[src/rtl/img_window_fetch.sv]
// Fetches a stored image from ROM into a fixed window of the active video area.
// Debounced next/prev buttons select the image; changes take effect at frame start.
module img_window_fetch #(
  parameter int          NUM_IMG   = 2,
  parameter int          IMG_W     = 320,
  parameter int          IMG_H     = 240,
  parameter int          IMG_X     = 160,
  parameter int          IMG_Y     = 120,
  parameter int          ROM_LAT   = 1,
  parameter int          DB_CYCLES = 250000,
  parameter logic [11:0] BG_COLOR  = 12'h000,
  localparam int         ADDR_W    = $clog2(NUM_IMG * IMG_W * IMG_H),
  localparam int         SEL_W     = (NUM_IMG > 1) ? $clog2(NUM_IMG) : 1
) (
  input  logic              clk,
  input  logic              rst_n,
  input  logic              valid,
  input  logic [10:0]       hor_pos,
  input  logic [10:0]       ver_pos,
  input  logic              btn_next,
  input  logic              btn_prev,
  input  logic [11:0]       rom_data,
  output logic [ADDR_W-1:0] rom_addr,
  output logic [SEL_W-1:0]  img_sel,
  output logic              switch_pending,
  output logic [3:0]        vga_r,
  output logic [3:0]        vga_g,
  output logic [3:0]        vga_b
);

  localparam int                CNT_W    = $clog2(DB_CYCLES + 1);
  localparam logic [CNT_W-1:0]  CNT_MAX  = CNT_W'(DB_CYCLES - 1);
  localparam logic [ADDR_W-1:0] IMG_SIZE = ADDR_W'(IMG_W * IMG_H);
  localparam logic [11:0]       WX0      = 12'(IMG_X);
  localparam logic [11:0]       WX1      = 12'(IMG_X + IMG_W - 1);
  localparam logic [11:0]       WY0      = 12'(IMG_Y);
  localparam logic [11:0]       WY1      = 12'(IMG_Y + IMG_H - 1);
  localparam logic [0:0]        S_IDLE   = 1'b0;
  localparam logic [0:0]        S_PEND   = 1'b1;

  // Bit 0 carries btn_next, bit 1 carries btn_prev through the debounce path.
  logic [1:0]        sync1_q, sync1_d, sync2_q, sync2_d, db_q, db_d, rise;
  logic [CNT_W-1:0]  cnt_q [2];
  logic [CNT_W-1:0]  cnt_d [2];
  logic [0:0]        state_q, state_d;
  logic [SEL_W-1:0]  img_sel_q, img_sel_d, tgt_q, tgt_d, tgt_base, tgt_new;
  logic              req_next, req_prev, req_any, frame_start, in_win;
  logic              frame_seen_q, frame_seen_d;
  logic [ADDR_W-1:0] rom_addr_q, rom_addr_d;
  logic [ROM_LAT-1:0] win_pipe_q, win_pipe_d, vld_pipe_q, vld_pipe_d;
  logic [11:0]       color_q, color_d;

  function automatic logic [SEL_W-1:0] sel_step(input logic [SEL_W-1:0] s, input logic fwd);
    if (fwd) return (s == SEL_W'(NUM_IMG - 1)) ? '0 : s + 1'b1;
    else     return (s == '0) ? SEL_W'(NUM_IMG - 1) : s - 1'b1;
  endfunction

  always_comb begin
    sync1_d = {btn_prev, btn_next};
    sync2_d = sync1_q;
    for (int i = 0; i < 2; i++) begin
      db_d[i]  = db_q[i];
      cnt_d[i] = '0;
      if (sync2_q[i] != db_q[i]) begin
        if (cnt_q[i] == CNT_MAX) db_d[i]  = sync2_q[i];
        else                     cnt_d[i] = cnt_q[i] + 1'b1;
      end
    end
    rise     = db_d & ~db_q;
    req_next = rise[0] & ~rise[1];
    req_prev = rise[1] & ~rise[0];
    req_any  = req_next | req_prev;
  end

  // Presses made while pending accumulate onto the stored target.
  always_comb begin
    frame_start = !valid && (hor_pos == 11'd0) && (ver_pos == 11'd0);
    tgt_base    = (state_q == S_PEND) ? tgt_q : img_sel_q;
    tgt_new     = sel_step(tgt_base, req_next);
    state_d     = state_q;
    tgt_d       = tgt_q;
    img_sel_d   = img_sel_q;
    if (frame_start && (state_q == S_PEND)) begin
      img_sel_d = req_any ? tgt_new : tgt_q;
      state_d   = S_IDLE;
    end else if (req_any) begin
      tgt_d   = tgt_new;
      state_d = S_PEND;
    end
  end

  // Window pixels are fetched only once a frame start has been seen since reset.
  always_comb begin
    frame_seen_d = frame_seen_q | frame_start;
    in_win = frame_seen_q && valid &&
             ({1'b0, hor_pos} >= WX0) && ({1'b0, hor_pos} <= WX1) &&
             ({1'b0, ver_pos} >= WY0) && ({1'b0, ver_pos} <= WY1);
    rom_addr_d = rom_addr_q;
    if (frame_start)  rom_addr_d = ADDR_W'(img_sel_d) * IMG_SIZE;
    else if (in_win)  rom_addr_d = rom_addr_q + 1'b1;
    win_pipe_d = (win_pipe_q << 1) | ROM_LAT'(in_win);
    vld_pipe_d = (vld_pipe_q << 1) | ROM_LAT'(valid);
    if (win_pipe_q[ROM_LAT-1])      color_d = rom_data;
    else if (vld_pipe_q[ROM_LAT-1]) color_d = BG_COLOR;
    else                            color_d = 12'h000;
  end

  always_ff @(posedge clk or negedge rst_n) begin
    if (!rst_n) begin
      sync1_q      <= '0;
      sync2_q      <= '0;
      db_q         <= '0;
      for (int i = 0; i < 2; i++) cnt_q[i] <= '0;
      state_q      <= S_IDLE;
      tgt_q        <= '0;
      img_sel_q    <= '0;
      frame_seen_q <= 1'b0;
      rom_addr_q   <= '0;
      win_pipe_q   <= '0;
      vld_pipe_q   <= '0;
      color_q      <= '0;
    end else begin
      sync1_q      <= sync1_d;
      sync2_q      <= sync2_d;
      db_q         <= db_d;
      for (int i = 0; i < 2; i++) cnt_q[i] <= cnt_d[i];
      state_q      <= state_d;
      tgt_q        <= tgt_d;
      img_sel_q    <= img_sel_d;
      frame_seen_q <= frame_seen_d;
      rom_addr_q   <= rom_addr_d;
      win_pipe_q   <= win_pipe_d;
      vld_pipe_q   <= vld_pipe_d;
      color_q      <= color_d;
    end
  end

  assign rom_addr       = rom_addr_q;
  assign img_sel        = img_sel_q;
  assign switch_pending = (state_q == S_PEND);
  assign vga_r          = color_q[11:8];
  assign vga_g          = color_q[7:4];
  assign vga_b          = color_q[3:0];

endmodule

[config.mk]
export PLATFORM = sky130hd
export DESIGN_NAME = img_window_fetch
export DESIGN_NICKNAME = d
export VERILOG_FILES = /design/src/rtl/img_window_fetch.sv
export SDC_FILE = /design/constraint.sdc
export NUM_CORES = 1
export LEC_CHECK = 0
export BUFFER_PORTS_ARGS = -buffer_cell sky130_fd_sc_hd__buf_4
export CORE_MARGIN = 2
export CORE_UTILIZATION = 40
export DETAILED_ROUTE_END_ITERATION = 8
export GPL_TIMING_DRIVEN = 0
export SLEW_MARGIN = 30
export SYNTH_ARGS = -nofsm -noshare
export SYNTH_HDL_FRONTEND = slang
export SYNTH_SLANG_ARGS = --single-unit
[constraint.sdc]
create_clock -name clk -period 4.2 [get_ports clk]
set_clock_uncertainty 0.05 [all_clocks]
set_input_delay 0.21 -clock clk [delete_from_list [all_inputs] [get_ports clk]]
set_output_delay 0.21 -clock clk [all_outputs]
set_load 0.02 [all_outputs]
; ---- Word-level counts from Yosys, hierarchy flattened
; Cells that the tools add are included.
[word_totals]
reg_bits = 77
in_bits = 39
output_inout_bits = 32
word_cells = 66
[classes]
n_addsub = 5
multipliers = 1
n_lt_le_gt_ge = 4
eq_ne = 4
n_mux = 19
bitwise_logic = 8
n_reduce_logical = 13
[op_table]
columns = op, count
row1 = 18-bit two-way mux, 6
row2 = "18-bit by 1-bit adder with 18-bit output, second input constant", 3
row3 = "18-bit equality test, second input constant", 2
row4 = "11-bit by 9-bit less-or-equal comparator with 1-bit output, second input constant", 2
row5 = 11-bit logical NOT, 2
row6 = 1-bit two-way mux, 12
row7 = 12-bit two-way mux, 1
row8 = "11-bit by 7-bit greater-or-equal comparator with 1-bit output, second input constant", 1
row9 = "11-bit by 8-bit greater-or-equal comparator with 1-bit output, second input constant", 1
row10 = 1-bit logical AND, 8
row11 = "1-bit by 7-bit multiplier with 8-bit output, second input constant", 1
row12 = 2-bit nonzero test, 2
row13 = 1-bit bitwise AND, 2
row14 = 2-bit bitwise AND, 1
row15 = 1-bit != test, 2
row16 = 1-bit inverter, 2
row17 = 2-bit inverter, 1
row18 = 1-bit bitwise OR, 2
row19 = "1-bit adder, second input constant", 1
row20 = 1-bit logical NOT, 1
row21 = "1-bit subtractor, second input constant", 1

; ---- Longest topological paths before layout
; Gate-level depths: netlist of the first run.
[logic_depth]
word_depth = 11
depth_mapped = 8
depth_no_buf = 7

; ---- Worst setup path after synthesis of the first run
; Ideal clock, no wire load.
[synth_timing]
kind = register to register
start = register cnt_q[0] (netlist name)
end = register rom_addr_q[13] (netlist: rom_addr[13])
setup_ps = 119
arrival_ps = 1883
required_ps = 4031
path_slack_ps = 2148
stages_incl_launch_ff = 8
n_path_buf = 0
period_less_slack_ps = 2052
path_cell_list = dfrtp_1 > ha_1 > and3_2 > nand3_1 > or3_4 > xnor3_1 > a21oi_2 > o21ba_1
[synth_via]
elab_chain_cells = 11
word_cells_on_any_way = 13
cone_classes = mul: 1 / eq/ne: 1 / mux: 6 / bitwise: 5
[synth_rtl]
columns = element, line
row1 = "start, declared", 43  ; logic [CNT_W-1:0] cnt_q [2];
row2 = 18-bit equality test *, 65  ; if (cnt_q[i] == CNT_MAX) db_d[i] = sync2_q[i];
row3 = 1-bit two-way mux *, 65
row4 = 1-bit two-way mux *, 64  ; if (sync2_q[i] != db_q[i]) begin
row5 = 2-bit bitwise AND *, 69  ; rise = db_d & ~db_q;
row6 = 1-bit inverter, 70  ; req_next = rise[0] & ~rise[1];
row7 = 1-bit bitwise AND, 70
row8 = 1-bit two-way mux / 1-bit bitwise OR (equally long branches), "54, 72"
row9 = 1-bit two-way mux *, n/a
row10 = 1-bit two-way mux *, 83  ; if (frame_start && (state_q == S_PEND)) begin
row11 = 1-bit by 7-bit multiplier with 8-bit output *, 99  ; if (frame_start) rom_addr_d = ADDR_W'(img_sel_d) * IMG_SIZE;
row12 = 18-bit two-way mux *, 99
row13 = "end signal, assigned", 131  ; rom_addr_q <= rom_addr_d;
row14 = "end, declared", 49  ; logic [ADDR_W-1:0] rom_addr_q, rom_addr_d;
; Mark *: on every way between the ends. The rest lies on a longest branch, timed or not.
; A chain may end at the register's enable or synchronous reset.

; ---- Worst setup path in the final report of the first run
; Same ends and word-level chain as after synthesis.

==> qor.yml, run 1 <==
wl_um: 7159
min_period_ns: 2.229
synthAdderAreaFrac_pct: 1.031
p_int_mw: 1.066
grt_max_degree: 45
rrSetupSlack_ns: 1.97
tns_ns: 0
nNetsFinal: 480
grt_pass1_wl_um: 12580
yosys_register_bits: 77
cts_tree: "built"
p_sw_mw: 0.3037
fin_ws_ns: 1.971
crit_path_end: "rom_addr[13]"
yosysMostFrequentCell: "dfrtp_1"
status: "finished, final reports clean"
crit_fanout: 5
synthCells: 352
io_pins: 71
numCtsBuffers: 9
holdWs_ns: 0.01437
synthMuxAreaShare_pct: 1.169
drt_iter0_drc: 75
min_from: "rom_data[4]"
grt_busiest_layer: "met2"
final_hold_viol_count: 0
cts_buffer_depth: 2
ys.flop_type: "dfrtp_1"
use_met1_pct: 21.05
clk_pin_slew_ns: 0.08
finalSetupViolations: 0
place.gp.congestion: 0.8098
ys_top_cells_by_area: "dfrtp_1 53%, xnor2_1 6.0%, nor2_1 5.1%, xor2_1 4.6%, nand3_1 3.0%"
power_frac_clock_pct: 40.0
r2r_start: "cnt_q[0]"
path_class: "flop to flop"
root_buffer: "clkbuf_8"
slew_viol_final: 0
tightest_slew_ns: 0.6729
power_mw: 1.370
track_usage_pct: 15.82
dp_slack_ns: 1.949
dpl.cell_count: 531
ant_nets: 0
async_flop_share_pct: 100.0
syn_nets: 394
required_ns: 4.40
grt_pass1_vias: 2722
grt_overflow: 0
postPlaceCellArea_um2: 4328
routedWlPerCell_um: 13.04
crit_path_start_kind: "flop"
hold_path_class: "input pin to flop"
crit_family: "simple AND/OR/NAND/NOR gates"
htreeDepth: 3
seq_area_frac_synth_pct: 52.94
synth_largest_area_cell: "dfrtp_1"
final_core_util_pct: 51.98
die_h_um: 99.39
switching_share_pct: 22.17
max_stage_delay_ns: 0.42
vias: 2748
endpoint_kind: "flop"
p_leak_nw: 2.099
relSlewSlack_pct: 54.84
route.detailed.drc: 0
final_cells: 549
pwr_density_cell_nw_per_um2: 300.7
start_util_pct: 41.53
cp.arrival_ns: 2.43
fmax_ghz: 0.4486
rr_worst_depth: 7
drive_above_1_share_pct: 24.04
synth-simple-area-share_pct: 26.16
crit_slowest_cell: "dfrtp_1"
ys_types: 48
pwr-share-seq_pct: 55.0
die_w_um: 99.39
synth_top_family_by_area: "simple AND/OR/NAND/NOR gates"
die_area_um2: 9878
clkLatencyLatePin_ns: 0.35
synth_top_area_share_pct: 52.94
ir_drop_v: 0.0002284
synth_xor_area_share_pct: 11.21
n_antenna_cell: 0
synth_area_um2: 3640
clock_sinks: 77
r2r-end: "rom_addr[13]"
grt_antenna_before_repair: 0
synth.avg_cell_area_um2: 10.34
power_frac_comb_pct: 5.1
path_depth: 7
crit_start: "cnt_q[0]"
rsz0062_at_grt: "false"
drt-vias-per-instance: 5.005
area_growth_pct: 25.16
final_area_um2: 4556
cp.buffers_inverters: 0
portBuffers: 70
synth_compound_area_share_pct: 5.191
met3_usage_pct: 4.498
coreArea_um2: 8763
yosysWarnings: 0
drt_first_pass_iters: 4
dp_hpwl_um: 5162
max_cap_violations: 0
met2_usage_pct: 24.58
fin_crit_sh_pct: 53.07
synth_edf_count: 0
yosys-top-cells-count: "77 x dfrtp_1, 49 x nor2_1, 26 x nand2_1, 25 x xnor2_1, 22 x nand3_1"
path_cells: "ha_1 -> and3_2 -> nand3_1 -> or3_4 -> xnor3_1 -> a21oi_2 -> o21ba_1"
std_cell_rows: 34
registers in the layout (all words and copies together) (netlist names):
register	cells
img_sel	1
sync2_q	2
frame_seen_q	1
cnt_q	36
sync1_q	2
rom_addr	18
color_q	12
tgt_q	1
win_pipe_q	1
db_q	2
switch_pending	1
cell families (layout without fill, tap and decap cells):
family	Yosys count	count (layout)
AOI/OAI and AO/OA	28	28
xor gates and xnor gates	45	45
adders and majority gates	3	3
buffers and inverters	17	106
DFF	77	77
muxes	4	4
and+or+nand+nor	178	178
routing by layer:
layer | up-vias | wire length (um)
met2 | 61 | 3288
li1 | 1374 | -
met5 | - | 0
met4 | 0 | 119
met3 | 10 | 452
met1 | 1303 | 3298
worst min path at each step:
stage | slack [ns] | cells past startpoint | end
floorplan | -0.14 | 0 | cnt_q[0]
global placement | 0.27 | 1 | sync1_q[1]
detailed placement | 0.15 | 1 | color_q[4]
CTS | 0.002 | 2 | color_q[4]
global route | 0.0009 | 2 | color_q[4]
finish | 0.01 | 2 | color_q[4]
power by group through the flow:
stage / logic [mW] / registers, mW / clock network [mW]
after floorplan: 0.0172 / 0.767 / 0
final: 0.0693 / 0.753 / 0.548
after global placement: 0.0651 / 0.767 / 0
after detailed placement: 0.0687 / 0.768 / 0
after global routing: 0.0796 / 0.754 / 0.601
after CTS: 0.0711 / 0.753 / 0.564
cells in the final DEF, fill, tap and decap left out, types with 7 or more instances in the layout:
| cell type | n |
|---|---|
| buf_4 | 70 |
| nand2_1 | 26 |
| nand3_1 | 22 |
| nor4_1 | 9 |
| nor2_1 | 49 |
| and2_1 | 13 |
| nand4_1 | 7 |
| xor2_1 | 19 |
| a21oi_1 | 8 |
| clkbuf_8 | 11 |
| dfrtp_1 | 77 |
| xnor2_1 | 25 |
| nor3_1 | 16 |
| and3_1 | 8 |
| inv_1 | 10 |
what timing repair did:
item                      in CTS  in global routing
hold endpoints to repair      35                  1
resized for setup              0                  0
hold buffers                   3                  1
buffers inserted               0                  0
area by class of cell:
class                           count  area (um2)
Clock buffer                       10       137.6
Timing Repair Buffer               75       593.1
Inverter                           10       37.54
Sequential cell                    77        1927
Multi-Input combinational cell    258        1629
Fill cell                         819        4208
Clock inverter                      4       50.05
Tap cell                          108       135.1
Buffer                              7       46.29
(Power assumes the default switching activity.)
==> run 2: changes to the inputs <==
- clock period: 4.2 -> 2.2 ns (I/O delays scaled with it)
==> run 2 against run 1 <==
Net effect:
- critical path depth is 1 lower
- die area did not move
- clock power up 92%
- combinational power increased by 130%
- maximum frequency is 6.4% higher
- first-iteration DRC count shrank 2.7%
- sequential share of layout area shrank 1.8 points
- critical endpoint unchanged
- largest power group unchanged
- highest routed layer unchanged
==> qor.yml, run 2 (synthesis results as in run 1) <==
final_cell_mix: "76 x buf_4, 75 x dfrtp_1, 49 x nor2_1"
cts_tree: "built"
crit_fanout: 5
largest_reg_flops: 36
regMostFlops: "cnt_q"
finalSetupViolations: 0
min_period_ns: 2.095
drt_first_pass_iters: 4
drt-vias-per-instance: 4.979
slew_viol_final: 0
wl_um: 7481
final_core_util_pct: 54.41
path_class: "flop to flop"
relSlewSlack_pct: 68.80
vias: 2823
start_util_pct: 41.53
hold_path_class: "input pin to asynchronous set/reset pin"
crit_path_start_kind: "flop"
dp_hpwl_um: 5162
max_cap_violations: 0
fin_crit_sh_pct: 95.24
cts_buffer_depth: 2
track_usage_pct: 16.10
max_stage_delay_ns: 0.43
ant_nets: 0
tns_ns: 0
coreArea_um2: 8763
portBuffers: 70
area_growth_pct: 31.01
grt_antenna_before_repair: 0
die_w_um: 99.39
n_antenna_cell: 0
drive_above_1_share_pct: 26.36
status: "finished, final reports clean"
tightest_slew_ns: 0.4663
seqCellArea_um2: 1929
place.gp.congestion: 0.8098
die_area_um2: 9878
endpoint_kind: "flop"
clkLatencyLatePin_ns: 0.35
crit_slowest_cell: "dfrtp_1"
rrSetupSlack_ns: 0.10
clk_pin_slew_ns: 0.08
path_cells: "nor4bb_1 -> nand3_2 -> nor3_4 -> xnor3_1 -> a21oi_2 -> o21ba_1"
io_pins: 71
grt_overflow: 0
fin_ws_ns: 0.1048
dpl.cell_count: 531
ir_drop_v: 0.0004392
grt_pass1_vias: 2783
p_leak_nw: 2.181
pwr_density_cell_nw_per_um2: 554.2
nNetsFinal: 498
holdWs_ns: 0.1891
root_buffer: "clkbuf_8"
std_cell_rows: 34
cp.arrival_ns: 2.29
numCtsBuffers: 9
route.detailed.drc: 0
fillers: 805
final_hold_viol_count: 0
clock_sinks: 77
grt_pass1_wl_um: 12820
dp_slack_ns: -0.05144
required_ns: 2.40
fmax_ghz: 0.4773
multi_input_area_um2: 1673
final_cells: 567
grt_max_degree: 45
layout_commonest_cell: "buf_4"
die_h_um: 99.39
routedWlPerCell_um: 13.19
htreeDepth: 3
drt_iter0_drc: 73
run 2: changes by cell type in the layout (fill, tap and decap cells not counted), moves of 2 or more:
cell	before	now
nor4b_1	2	0
dlygate4sd3_1	4	15
dfrtp_1	77	75
buf_4	70	76
dfrtp_2	0	2
run 2: cell type report:
type,instances,share of cell area (%)
sequential,77,40.46
clock inverter,4,1.050
timing repair buffer,93,15.93
inverter,10,0.7872
multi-input combinational,258,35.08
tap,108,2.834
buffer,7,0.9709
clock buffer,10,2.886
run 2: critical path, delay by kind of cell (launching register included):
kind,cells,cell delay [ns]
AOI/OAI and AO/OA,2,0.37
xor gates and xnor gates,1,0.36
DFF,1,0.43
and+or+nand+nor,3,0.77
run 2: per-layer routing:
metal	up-vias	track usage, %	routed length (um)
met5	-	0	0
met4	0	6.217	153
met3	12	4.146	400
met2	61	25.16	3483
met1	1339	21.64	3444
li1	1411	-	-
run 2: per-stage QoR:
stage	total power [mW]	area, um2
after global routing	2.763	4768
after global placement	1.589	4300
after floorplan	1.496	3640
after detailed placement	1.597	4328
after CTS	2.669	4684
final	2.643	4768
run 2: report_power, final:
| group | switching [mW] | internal [mW] | total (mW) |
|---|---|---|---|
| sequential | 0.00981 | 1.43 | 1.44 |
| combinational | 0.0710 | 0.0854 | 0.156 |
| clock | 0.509 | 0.540 | 1.05 |
| total | 0.590 | 2.05 | 2.64 |
run 2: final timing paths:
path                                  from            to  cells after the start
worst min-delay path                 rst_n    color_q[7]                      2
worst min register to register  sync1_q[0]    sync2_q[0]                      0
worst max register to register   cnt_q[31]  rom_addr[13]                      6
min in group clk                ver_pos[8]    win_pipe_q                      4
max in group asynchronous            rst_n     cnt_q[29]                      3
worst max-delay path             cnt_q[31]  rom_addr[13]                      6
run 2: what timing repair did:
| action | CTS | global route |
|---|---|---|
| hold endpoints to repair | 47 | 0 |
| buffers inserted | 2 | 5 |
| resized for setup | 1 | 10 |
| setup endpoints to repair | 13 | 7 |
| pin swaps | 2 | 6 |
| hold buffers | 15 | 0 |
